### src/rtl/freq_loop_ctrl.sv
// freq_loop_ctrl
//   Drives a DAC0832 through a four-state write sequencer. In manual mode the
//   DAC code follows the switch value. In auto mode each frequency measurement
//   moves the code one STEP toward the target frequency. A lock indicator is
//   raised after LOCK_CNT consecutive in-tolerance measurements.
//
// Ports
//   clk        100 MHz system clock
//   rst        synchronous active-high reset
//   mode       0 = manual (code follows sw), 1 = auto (closed loop)
//   sw         manual DAC code, debounced upstream
//   target     auto-mode target frequency, Hz
//   freq       latest measured frequency, Hz
//   meas_valid one-clk pulse: freq has just been updated
//   dac_data   DAC DI7..DI0
//   dac_cs     DAC chip select, active low
//   dac_wr1    DAC input-latch write, active low
//   dac_wr2    DAC DAC-latch write, active low
//   busy       write sequencer not idle
//   locked     auto mode has converged
//   code       committed DAC code
module freq_loop_ctrl #(
  parameter int unsigned WR_LOW   = 10,
  parameter int unsigned TOL      = 16,
  parameter int unsigned LOCK_CNT = 3,
  parameter int unsigned STEP     = 1
) (
  input  logic        clk,
  input  logic        rst,
  input  logic        mode,
  input  logic [7:0]  sw,
  input  logic [15:0] target,
  input  logic [15:0] freq,
  input  logic        meas_valid,
  output logic [7:0]  dac_data,
  output logic        dac_cs,
  output logic        dac_wr1,
  output logic        dac_wr2,
  output logic        busy,
  output logic        locked,
  output logic [7:0]  code
);

  typedef enum logic [1:0] {
    IDLE,
    SETUP,
    STROBE,
    HOLD
  } state_t;

  localparam logic [7:0]         WR_LAST  = 8'(WR_LOW - 1);
  localparam logic signed [16:0] TOL_POS  = 17'(TOL);
  localparam logic signed [16:0] TOL_NEG  = -TOL_POS;
  localparam logic [8:0]         STEP_W   = 9'(STEP);
  localparam logic [3:0]         LOCK_LIM = 4'(LOCK_CNT);
  localparam logic [7:0]         INIT_CODE = 8'h80;

  state_t      state;
  state_t      state_next;
  logic [7:0]  cnt;

  logic        pend;
  logic [7:0]  new_code;
  logic        init_req;
  logic        meas_pend;
  logic [15:0] meas_freq;
  logic [7:0]  sw_q;
  logic        mode_q;
  logic [15:0] target_q;
  logic [3:0]  lock_cnt;

  logic signed [16:0] live_err;
  logic signed [16:0] pend_err;
  logic               live_in_tol;
  logic [8:0]         up_sum;
  logic [7:0]         up_code;
  logic [7:0]         dn_code;
  logic [7:0]         auto_code;
  logic               idle_free;

  // ---------------------------------------------------------------------------
  // Write sequencer: state register
  // ---------------------------------------------------------------------------
  always_ff @(posedge clk) begin
    if (rst) begin
      state <= IDLE;
      cnt   <= '0;
    end else begin
      state <= state_next;
      if (state_next != state) cnt <= '0;
      else                     cnt <= cnt + 8'd1;
    end
  end

  // ---------------------------------------------------------------------------
  // Write sequencer: next state
  // ---------------------------------------------------------------------------
  always_comb begin
    state_next = state;
    unique case (state)
      IDLE:   if (pend)            state_next = SETUP;
      SETUP:  if (cnt == 8'd1)     state_next = STROBE;
      STROBE: if (cnt == WR_LAST)  state_next = HOLD;
      HOLD:   if (cnt == 8'd1)     state_next = IDLE;
      default:                     state_next = IDLE;
    endcase
  end

  // ---------------------------------------------------------------------------
  // Write sequencer: outputs
  // ---------------------------------------------------------------------------
  always_comb begin
    dac_cs  = 1'b1;
    dac_wr1 = 1'b1;
    dac_wr2 = 1'b1;
    unique case (state)
      SETUP, HOLD: dac_cs = 1'b0;
      STROBE: begin
        dac_cs  = 1'b0;
        dac_wr1 = 1'b0;
        dac_wr2 = 1'b0;
      end
      default: ;
    endcase
  end

  assign busy   = (state != IDLE);
  assign locked = mode && (lock_cnt == LOCK_LIM);

  // ---------------------------------------------------------------------------
  // Error and saturating code arithmetic
  // ---------------------------------------------------------------------------
  always_comb begin
    live_err    = $signed({1'b0, freq})      - $signed({1'b0, target});
    pend_err    = $signed({1'b0, meas_freq}) - $signed({1'b0, target});
    live_in_tol = !(live_err > TOL_POS) && !(live_err < TOL_NEG);

    up_sum  = {1'b0, code} + STEP_W;
    up_code = up_sum[8] ? 8'hFF : up_sum[7:0];
    dn_code = ({1'b0, code} < STEP_W) ? 8'h00 : (code - STEP_W[7:0]);

    if (pend_err < TOL_NEG)      auto_code = up_code;
    else if (pend_err > TOL_POS) auto_code = dn_code;
    else                         auto_code = code;

    idle_free = (state == IDLE) && !pend;
  end

  // ---------------------------------------------------------------------------
  // Request generation, committed code, lock counter
  // ---------------------------------------------------------------------------
  // A measurement only captures freq; the step is decided on the first free
  // IDLE cycle against the code committed by then, so a newer pulse simply
  // replaces the captured freq (single-entry, newest wins).
  always_ff @(posedge clk) begin
    if (rst) begin
      dac_data  <= INIT_CODE;
      code      <= INIT_CODE;
      pend      <= 1'b0;
      new_code  <= INIT_CODE;
      init_req  <= 1'b1;
      meas_pend <= 1'b0;
      meas_freq <= '0;
      sw_q      <= INIT_CODE;
      mode_q    <= mode;
      target_q  <= target;
      lock_cnt  <= '0;
    end else begin
      sw_q     <= sw;
      mode_q   <= mode;
      target_q <= target;
      init_req <= 1'b0;

      if ((state == IDLE) && pend) begin
        dac_data <= new_code;
        pend     <= 1'b0;
      end

      if ((state == HOLD) && (state_next == IDLE)) code <= dac_data;

      if (!mode && idle_free && (sw_q != code)) begin
        pend     <= 1'b1;
        new_code <= sw_q;
      end

      // Skipped when a fresh pulse arrives this cycle so it supersedes the
      // captured one instead of queuing behind it.
      if (mode && idle_free && meas_pend && !meas_valid) begin
        meas_pend <= 1'b0;
        if (auto_code != code) begin
          pend     <= 1'b1;
          new_code <= auto_code;
        end
      end

      if (!mode) begin
        meas_pend <= 1'b0;
      end else if (meas_valid) begin
        meas_pend <= 1'b1;
        meas_freq <= freq;
      end

      if (init_req) begin
        pend     <= 1'b1;
        new_code <= INIT_CODE;
      end

      if ((mode != mode_q) || (target != target_q)) begin
        lock_cnt <= '0;
      end else if (mode && meas_valid) begin
        if (!live_in_tol)              lock_cnt <= '0;
        else if (lock_cnt != LOCK_LIM) lock_cnt <= lock_cnt + 4'd1;
      end
    end
  end

endmodule

### config.mk
export PLATFORM = sky130hd
export DESIGN_NAME = freq_loop_ctrl
export DESIGN_NICKNAME = d
export VERILOG_FILES = /design/src/rtl/freq_loop_ctrl.sv
export SDC_FILE = /design/constraint.sdc
export NUM_CORES = 1
export LEC_CHECK = 0
export ABC_AREA = 0
export CAP_MARGIN = 25
export CORE_AREA = 2 2 109 137
export DETAILED_ROUTE_END_ITERATION = 12
export DIE_AREA = 0 0 111 139
export GPL_TIMING_DRIVEN = 1
export PLACE_DENSITY = 0.71
export SYNTH_ARGS = -nofsm -noshare
export SYNTH_HDL_FRONTEND = slang
export SYNTH_SLANG_ARGS = --single-unit
### constraint.sdc
create_clock -name clk -period 3.1 [get_ports clk]
set_clock_uncertainty 0.15 [all_clocks]
set_input_delay 0.31 -clock clk [delete_from_list [all_inputs] [get_ports clk]]
set_output_delay 0.31 -clock clk [all_outputs]
set_load 0.02 [all_outputs]
==> results.toml <==
[final_layout]
drive_above_1_share = 0.299
final_core_util = 0.580
syn_to_final_growth_pct = 47.3
final_nets = 962
layout.cells.non_filler = 1062
antennaDiodeCount = 0

[placed_design]
gp_congestion = 0.887
place_hpwl_mm = 12.0
portBuffers = 64
dp.cells = 1030

[worst_setup_path]
r2r-end = "new_code[3]"
worstSetupEndpoint = "new_code[3]"
worstReg2RegStart = "meas_freq[0]"
crit_start = "meas_freq[0]"
critPathKind = "reg2reg"
worstSetupEndpointType = "flop"
cp.required_ns = 3.22
worstSetupStartpointType = "flop"
r2r_slack_ns = -0.51
arrival_ns = 3.73
path_max_fanout = 5
rr_worst_depth = 16

[cts]
root_buffer = "clkbuf_16"
cts_tree = "built"
path_clk_slew_ns = 0.07
worstSkewPairLatency_ns = 0.34
cts_made_buffers = 9
htree_levels = 3
cts.path.max_buffers = 2
clock-sinks = 82

[sta]
finalHoldViolCount = 1
layout_setup_ws_ns = -0.508
relSlewSlack = 0.562
worst_pin_slew_ns = 0.641
fin_crit_sh = 1.16
fmax_mhz = 277
layout_min_cycle_time_ns = 3.61
finalSetupViolations = 13
hold_ws_ns = -0.000752
grt_setup_unrepaired = "true"
slew_violations = 0

[flow_run]
drv_cap = 0

[detailed_routing]
drc = 0
wl_met1_mm = 6.47
viasPerCell = 5.42
drtIter0Drc = 227
drtAntennaViolNets = 0
wl_mm = 16.5
via_count = 5752
top_layer_used = "met4"
wire_per_inst_um = 15.5
drtPass1Iterations = 5
met3_length_um = 550
wl_met2_mm = 8.93

[floorplanning]
die_w_um = 111
dieHeight_um = 139
rows = 49
core_um2 = 14200
start_util = 0.394
num_io_pins = 65
die_area_um2 = 15400

[yosys]
ys_types = 79
yosys-top-cells-area = "dfxtp_1 (29%), ha_1 (8.3%), xor2_1 (6.0%), nand2_1 (5.5%), a21oi_1 (5.5%)"
syn_area_um2 = 5570
synthFlopType = "dfxtp_1"
synth.top_cells.by_count = "dfxtp_1 (82), nand2_1 (82), a21oi_1 (61), nor2_1 (46)"
synth-edff-count = 0
yosysTopAreaCell = "dfxtp_1"
synth_top_area_share = 0.295
synth_seq_cells = 82
synth_area_per_cell_um2 = 8.07
syn_nets = 774
yosysSeqAreaShare = 0.295
netlist_instances = 691
ys_warn_count = 0
ys_async_sr_fraction = 0

[global_route]
gr-total-overflow = 0
antenna_found_initial = 0
grt_pass1_wl_mm = 26.2
track_usage = 0.204
grt_start_max_net_pins = 49
grt_pass1_vias = 5796

[outcome]
failed_checks = "hold timing, setup timing"
outcome = "complete, but fails checks"

[power_and_ir_drop]
p_leak_nw = 3.58
p_per_area_nw_per_um2 = 382
vdd_drop_max_uv = 336
finalPower_mw = 3.14

[worst_hold_path]
min_path_type = "in2reg"
worstHoldStart = "target[8]"
## report_power, final
| part | switching, mW | internal [mW] |
|---|---|---|
| Sequential | 0.0300 | 1.09 |
| Combinational | 0.462 | 0.451 |
| Clock | 0.468 | 0.636 |
## flip-flops by register name, summed over array words and instances (netlist names)
register	flops
cnt	8
code	8
dac_data	8
init_req	1
lock_cnt	4
meas_freq	16
meas_pend	1
mode_q	1
new_code	8
pend	1
state	2
sw_q	8
target_q	16
## worst min-delay path by stage
| stage | endpoint | slack [ns] | cells past startpoint |
|---|---|---|---|
| finish | target_q[8] | -0.0008 | 1 |
| global route | target_q[13] | 0.01 | 1 |
| CTS | target_q[9] | 0.10 | 1 |
| detailed placement | dac_data[3] | 0.29 | 2 |
| global placement | dac_data[4] | 0.28 | 2 |
| floorplan | init_req | 0.19 | 0 |
## repair_timing
item / CTS / global route
hold buffers: 0 / 0
pin swaps: 30 / 45
endpoints found under the setup margin: 13 / 13
gates resized for setup: 58 / 67
setup buffers: 8 / 8
endpoints found under the hold margin: 0 / 0
## layout make-up
cell class | instances | area (um^2)
timing repair buffer | 211 | 1790
multi-input combinational | 537 | 4110
tap | 178 | 223
sequential | 82 | 1650
fill | 1244 | 5950
inverter | 38 | 143
clock inverter | 6 | 73.8
clock buffer | 10 | 229
## per-layer routing
metal | up-vias | track usage
li1 | 2848 | -
met1 | 2713 | 0.219
met2 | 150 | 0.388
met3 | 41 | 0.0341
met4 | 0 | 0.0921
met5 | - | 0
## metrics by stage
step           setup TNS (ns)  cell area, um^2  setup WS, ns  hold slack [ns]
3_3_place_gp           -11.12             7290        -0.896            0.285
4_1_cts                 -3.65             7860        -0.457            0.104
6_report                -4.74             8210        -0.508        -0.000752
5_1_grt                 -5.72             8210        -0.631          0.00966
2_1_floorplan           -1.24             5640        -0.223            0.188
3_5_place_dp           -11.74             7290        -0.965            0.292
## cell families after synthesis
| group | Yosys count | share of synthesized area |
|---|---|---|
| buffers and inverters | 72 | 0.0590 |
| AOI/OAI and AO/OA | 177 | 0.216 |
| adders and majority gates | 39 | 0.0902 |
| xor gates and xnor gates | 47 | 0.0739 |
| DFF | 82 | 0.294 |
| and+or+nand+nor | 256 | 0.233 |
| muxes | 18 | 0.0339 |
## cells in the final DEF (no fill, tap or decap), drive strengths merged, types with 10 or more instances in the layout
cell type,Yosys,final
nand2,82,82
mux2i,11,11
o21ai,28,28
dfxtp,82,82
inv,38,41
nor4,10,10
nor2b,13,13
a21oi,62,62
nor3,13,13
xor2,38,38
nor2,46,46
nand3,24,24
ha,37,37
buf,13,148
clkbuf,20,11
clkdlybuf4s50,0,46
nand2b,10,10
## critical path, stage by stage (launching register included)
cell and delay (ns):
dfxtp_2 0.34, inv_2 0.04, ha_4 0.16, fa_2 0.34, nor2b_2 0.14, o31a_1 0.22, buf_4 0.15, o211a_1 0.16
nor3_2 0.05, or3b_1 0.35, or4_4 0.50, buf_6 0.14, o21ai_4 0.20, buf_4 0.15, o41ai_2 0.05, a311o_1 0.30
a21oi_1 0.12
(Power assumes the default switching activity.)
